[config.mk]
export PLATFORM = sky130hd
export DESIGN_NAME = prog_loader
export DESIGN_NICKNAME = d
export VERILOG_FILES = /design/src/rtl/cpu_pkg.sv /design/src/rtl/prog_mem.sv /design/src/rtl/prog_loader.sv
export SDC_FILE = /design/constraint.sdc
export NUM_CORES = 1
export LEC_CHECK = 0
export ABC_AREA = 1
export ABC_CLOCK_PERIOD_IN_PS = 2600
export CAP_MARGIN = 20
export CORE_AREA = 2 2 39 41
export CTS_BUF_LIST = sky130_fd_sc_hd__clkbuf_16
export CTS_CLUSTER_DIAMETER = 60
export DETAILED_ROUTE_END_ITERATION = 7
export DIE_AREA = 0 0 41 43
export GPL_TIMING_DRIVEN = 0
export MAX_ROUTING_LAYER = met4
export PLACE_DENSITY = 0.47
export SLEW_MARGIN = 20
export SYNTH_ARGS = -nofsm -noshare
export SYNTH_HDL_FRONTEND = slang
export SYNTH_SLANG_ARGS = --single-unit
[constraint.sdc]
create_clock -name clk -period 2.6 [get_ports clk]
set_clock_uncertainty 0.15 [all_clocks]
set_input_delay 0.52 -clock clk [delete_from_list [all_inputs] [get_ports clk]]
set_output_delay 0.52 -clock clk [all_outputs]
set_load 0.05 [all_outputs]
[src/rtl/cpu_pkg.sv]
// Shared definitions for the CPU and its program loader.
// Holds the loader FSM state type and the default address/data widths
// used by both cpu and prog_loader.
package cpu_pkg;

    localparam int CPU_ADDR_W = 1;
    localparam int CPU_DATA_W = 1;

    typedef enum logic [1:0] {
        LD_LOAD,
        LD_HOLD,
        LD_RUN
    } loader_state_t;

endpackage

[src/rtl/prog_mem.sv]
// Program memory: N x DATA_W register array.
// Ports:
//   clk    - clock, all writes and clears on the rising edge
//   n_clr  - synchronous active-low clear of every word
//   we     - write enable
//   waddr  - write address
//   wdata  - write data
//   raddr  - asynchronous read address
//   rdata  - asynchronous read data, mem[raddr]
module prog_mem #(
    parameter int ADDR_W = 1,
    parameter int DATA_W = 1
) (
    input  logic              clk,
    input  logic              n_clr,
    input  logic              we,
    input  logic [ADDR_W-1:0] waddr,
    input  logic [DATA_W-1:0] wdata,
    input  logic [ADDR_W-1:0] raddr,
    output logic [DATA_W-1:0] rdata
);

    localparam int N = 2 ** ADDR_W;

    logic [DATA_W-1:0] mem [N];

    // Clear has priority over a write on the same edge.
    always_ff @(posedge clk) begin
        if (!n_clr) begin
            for (int unsigned i = 0; i < N; i++) begin
                mem[i] <= '0;
            end
        end else if (we) begin
            mem[waddr] <= wdata;
        end
    end

    assign rdata = mem[raddr];

endmodule

[src/rtl/prog_loader.sv]
// Program loader: shifts a program in over a serial valid/ready port while
// holding the CPU in reset, then releases the CPU and serves instruction
// words combinationally.
// Ports:
//   clk        - clock
//   n_rst      - synchronous active-low reset (clears memory too)
//   ser_valid  - serial bit present
//   ser_bit    - serial bit, LSB of each word first, word 0 first
//   ser_ready  - loader accepts a bit this cycle (only while loading)
//   load_start - pulse: restart loading from word 0
//   addr       - instruction address from the CPU
//   data       - mem[addr] once loaded, 0 while loading
//   cpu_n_rst  - registered active-low CPU reset
//   loaded     - registered: program complete, CPU running
module prog_loader
    import cpu_pkg::*;
#(
    parameter int ADDR_W = CPU_ADDR_W,
    parameter int DATA_W = CPU_DATA_W
) (
    input  logic              clk,
    input  logic              n_rst,
    input  logic              ser_valid,
    input  logic              ser_bit,
    output logic              ser_ready,
    input  logic              load_start,
    input  logic [ADDR_W-1:0] addr,
    output logic [DATA_W-1:0] data,
    output logic              cpu_n_rst,
    output logic              loaded
);

    localparam int N     = 2 ** ADDR_W;
    localparam int CNT_W = $clog2(DATA_W + 1);

    loader_state_t     state;
    logic [ADDR_W-1:0] ptr;
    logic [CNT_W-1:0]  bit_cnt;
    logic [DATA_W-1:0] shreg;
    logic [DATA_W-1:0] next_word;
    logic [DATA_W-1:0] rdata;
    logic              accept;
    logic              last_bit;
    logic              mem_we;

    assign ser_ready = (state == LD_LOAD);

    // A bit offered alongside load_start is dropped.
    assign accept   = ser_valid & ser_ready & ~load_start;
    assign last_bit = (bit_cnt == CNT_W'(DATA_W - 1));
    assign mem_we   = accept & last_bit;

    // New bit enters at the MSB and moves down, so after DATA_W bits the
    // first one sits in bit 0. Written as a shift/or so DATA_W=1 also works.
    assign next_word = (shreg >> 1) | (DATA_W'(ser_bit) << (DATA_W - 1));

    assign data = (state == LD_LOAD) ? '0 : rdata;

    prog_mem #(
        .ADDR_W (ADDR_W),
        .DATA_W (DATA_W)
    ) u_mem (
        .clk   (clk),
        .n_clr (n_rst),
        .we    (mem_we),
        .waddr (ptr),
        .wdata (next_word),
        .raddr (addr),
        .rdata (rdata)
    );

    always_ff @(posedge clk) begin
        if (!n_rst) begin
            state     <= LD_LOAD;
            ptr       <= '0;
            bit_cnt   <= '0;
            shreg     <= '0;
            cpu_n_rst <= 1'b0;
            loaded    <= 1'b0;
        end else if (load_start) begin
            state     <= LD_LOAD;
            ptr       <= '0;
            bit_cnt   <= '0;
            cpu_n_rst <= 1'b0;
            loaded    <= 1'b0;
        end else begin
            unique case (state)
                LD_LOAD: begin
                    if (accept) begin
                        shreg <= next_word;
                        if (last_bit) begin
                            bit_cnt <= '0;
                            ptr     <= ptr + ADDR_W'(1);
                            if (ptr == ADDR_W'(N - 1)) begin
                                state <= LD_HOLD;
                            end
                        end else begin
                            bit_cnt <= bit_cnt + CNT_W'(1);
                        end
                    end
                end
                LD_HOLD: begin
                    state     <= LD_RUN;
                    cpu_n_rst <= 1'b1;
                    loaded    <= 1'b1;
                end
                LD_RUN: begin
                end
                default: begin
                    state <= LD_LOAD;
                end
            endcase
        end
    end

endmodule

== Word-level counts from Yosys, hierarchy flattened ==
Memory sizes are Yosys's and may differ from the RTL's.
Cells that the tools add are included.

* Memories: 1
* Register bits after elaboration: 5
* Output and inout port bits: 4
* Memory bits (writable): 2
* Logic and storage cells: 38

* $add $sub $neg: 2
* Muxes and demuxes: 13
* Reductions and logical operators: 6
* Bitwise gates (word level): 7
* Equal/unequal tests: 5

{| class="wikitable"
|+ Memories
! name !! depth !! bits a word !! rd ports !! clocked after Yosys merged registers in !! write ports !! RTL line !! text
|-
| u_mem.mem || 2 || 1 || 1 || 0 || 2 || prog_mem.sv:25 || <nowiki>logic [DATA_W-1:0] mem [N];</nowiki>
|}

{| class="wikitable"
|+ Operator list
! kind !! count
|-
| 2-to-1 mux 1 bit || 9
|-
| 2-to-1 mux 2 bit || 3
|-
| one-hot mux 2 bit (3 select lines) || 1
|-
| != test 2 x 1 -> 1 bit, second input constant || 2
|-
| NOT 1 bit || 4
|-
| AND reduction 4 bit || 1
|-
| bitwise AND 1 bit || 3
|-
| AND reduction 3 bit || 1
|-
| adder 1 bit, second input constant || 2
|-
| equality test 2 x 1 -> 1 bit, second input constant || 1
|-
| equality test 2 bit, second input constant || 1
|-
| zero test 2 bit || 1
|-
| != test 2 bit, second input constant || 1
|-
| AND reduction 2 bit || 1
|-
| OR reduction 2 bit || 1
|-
| OR reduction 1 bit || 1
|}

== Longest topological paths before layout ==
* Word-level depth: 9
* Gate-level depth with buffers: 6

== Modules after synthesis ==
From an unflattened synthesis, not the netlist that was laid out.

* Cell total of the unflattened synthesis: 43
* Area total of the unflattened synthesis: 290.3 µm²

{| class="wikitable"
|+ By module, submodules not included
! module !! instances !! area an instance (µm²) !! cells each !! sequential area each (µm²)
|-
| prog_loader || 1 || 181.4 || 25 || 80.1
|-
| prog_mem || 1 || 108.9 || 18 || 40.0
|}

== Least setup slack after synthesis ==
OpenSTA, ideal clock, no wires.

* Kind: in2out
* Start point: in addr
* End point: out data
* Buffers on the path: 0
* Required time: 1.930 ns
* Slack: 0.602 ns
* Arrival time: 1.328 ns
* Stages on the path: 2
* Path through: o21ai_1 > a21oi_1

* Cells in the longest elaborated chain, start to end: 2

{| class="wikitable"
|+ RTL lines
! element !! RTL line !! text
|-
| start: declaration || prog_loader.sv:27 || <nowiki>input logic [ADDR_W-1:0] addr,</nowiki>
|-
| memory read (2 x 1 bit) || n/a ||
|-
| 2-to-1 mux 1 bit || prog_loader.sv:57 || <nowiki>assign data = (state == LD_LOAD) ? '0 : rdata;</nowiki>
|-
| end: declaration || prog_loader.sv:28 || <nowiki>output logic [DATA_W-1:0] data,</nowiki>
|}

Every way passes these cells.

== Final worst setup path ==
Same ends and word-level chain as after synthesis.

==> metrics <==
commonest non-fill, non-tap cells in the layout=8 x nand2_1, 8 x clkdlybuf4s50_1, 6 x dfxtp_1; Total Die Area=1760 µm²; Hold WC Path Type=register to register; Final #Nets=62; vias in the first global route=229; Inst Count DP=67; GPL Wtd Cong=0.681; maximum root-to-sink buffer count=2; post-synthesis sequential area ratio=40.5%; worst path arrival time=1.69 ns; Setup crit start kind=primary input; DRT iter0 DRCs=3; post-route cell area=480 µm²; Core ar.=1380 µm²; CP Buf/Inv Count=2; Final Util=34.7%; DRC Markers=0; Cell Chain, Critical Path=clkdlybuf4s50_1, o21ai_1, a21oi_1, dlygate4sd2_1; CTS Root Cell=clkbuf_16; YS warnings=0; Sink Count=6; Top delay family on crit path=buffers and inverters; Die Y=43 µm; Initial Util=21.4%; worst slew pin tran=0.489 ns; CTS buffer count=3; achievable frequency=0.424 GHz; Syn Area/Cell=7.06 µm²; DP Worst Slack=-0.0524 ns; Routed wire per std cell=7.91 µm; worst rel slew slack=67.3%; Cells after Synth=42; Hold Fails Final Rpt=0; Max IR drop VDD=368 µV; # port buffers=9; Non-Filler Instances=70; DRT antenna net count=0; Synth Net Count=48; WL final=554 µm; Max-Cap Viols=0; Crit-path slowest cell=dlygate4sd2_1; Post-CTS Hold Buffers=0; Overflow after GRT=0; Layout area overhead=62.0%; Syn Std Cell Area=297 µm²; ant diodes=0; Critical Path Max Stage Delay=0.53 ns; Pleak=0.219 nW; worst skew pair latency=0.23 ns; Die X=41 µm; share of layout cells above drive strength 1=25.9%; Distinct cells, synth=13; initial antenna violation count=0; Slew Viols, Final=0; clk slew on worst S/H paths=0.03 ns; drt pass-1 iters=4; pwr dens=759 nW/µm²; Setup WS post-layout=0.239 ns; fin crit share=90.8%; first-pass GRT wire length=897 µm; Min Hold Slack=0.323 ns; total number of vias=279; post-synth top area cell=dfxtp_1; crit path max fanout=2; CP Data Required Time=1.93 ns; H-tree Lvls=1; GRT Resource Usage Total=8.75%; RSZ-0062 raised after global routing=false; PostCTS Resize Cnt=1; status=completed; synth top area cells=dfxtp_1 41%, nand2_1 10%, inv_1 6.3%; DP Area=407 µm²; R2R Setup Slk=1.58 ns; hpwl dp=412 µm; num ports=10; FILL cells=153; largest net degree at the start of global routing=7; Crit Path Class=primary input to output pin; Tmin final=2.36 ns; top cell type's share of synthesized area=40.5%; via-per-instance ratio=3.99; Seq cells post-synth=6; CTS tree=built; row count=14; final setup fails=0; endpoint class of the critical path=output pin; total setup buffers inserted after CTS=0
## power by group
part / switching (W) / total, W / internal, W
Combinational: 0.0000101 / 0.0000210 / 0.0000109
Sequential: 0.00000115 / 0.0000955 / 0.0000944
Clock: 0.0000509 / 0.000248 / 0.000197
## per-layer routing
metal  GRT usage [%]  part of all wire (%)
met5               -                     0
met3            4.71                    10
met4            12.0                   6.5
met1            9.68                    46
met2            8.75                    37
## kinds of logic after synthesis
| logic type | Yosys count | synth area share [%] |
|---|---|---|
| and+or+nand+nor | 22 | 38.8 |
| AOI/OAI and AO/OA | 4 | 6.75 |
| DFF | 6 | 40.5 |
| buffers and inverters | 10 | 13.9 |
## flip-flops by register name, indices dropped and copies added (netlist names)
signal,flops
ptr,1
u_mem.mem,2
loaded,1
state,2
## cell type report
type	count	area (µm²)	share of cell area, %
repair buffers	9	88.8	18.5
flip-flops and latches	6	120	25.0
well taps	16	20.0	4.17
inverters	9	33.8	7.03
plain buffers	1	7.51	1.56
multi-input cells	26	135	28.1
clock buffers	3	75.1	15.6
## final timing paths
path	start	endpoint	cells after the start
worst min register to register	state[1]	state[1]	1
worst max register to register	state[0]	u_mem.mem[1]	6
worst min-delay path	state[1]	state[1]	1
worst max-delay path	addr	data	4
## cell usage after synthesis (all sizes together)
library cell,number
a21oi,3
buf,1
dfxtp,6
inv,9
nand2,12
nand4,3
nor2,7
o21ai,1
## per-stage QoR
stage,setup TNS (ns),total power [W]
after floorplan,0,0.000107
after global placement,-0.0498,0.000118
after detailed placement,-0.0524,0.000118
after CTS,0,0.000371
after global routing,0,0.000375
final,0,0.000365
## worst reg2reg max path, delay by kind of cell (launching register included)
family                 cells  cell delay (ns)
AND/OR/NAND/NOR            5             0.36
flip-flops                 1             0.33
buffers and inverters      1             0.07
(Power assumes the default switching activity.)
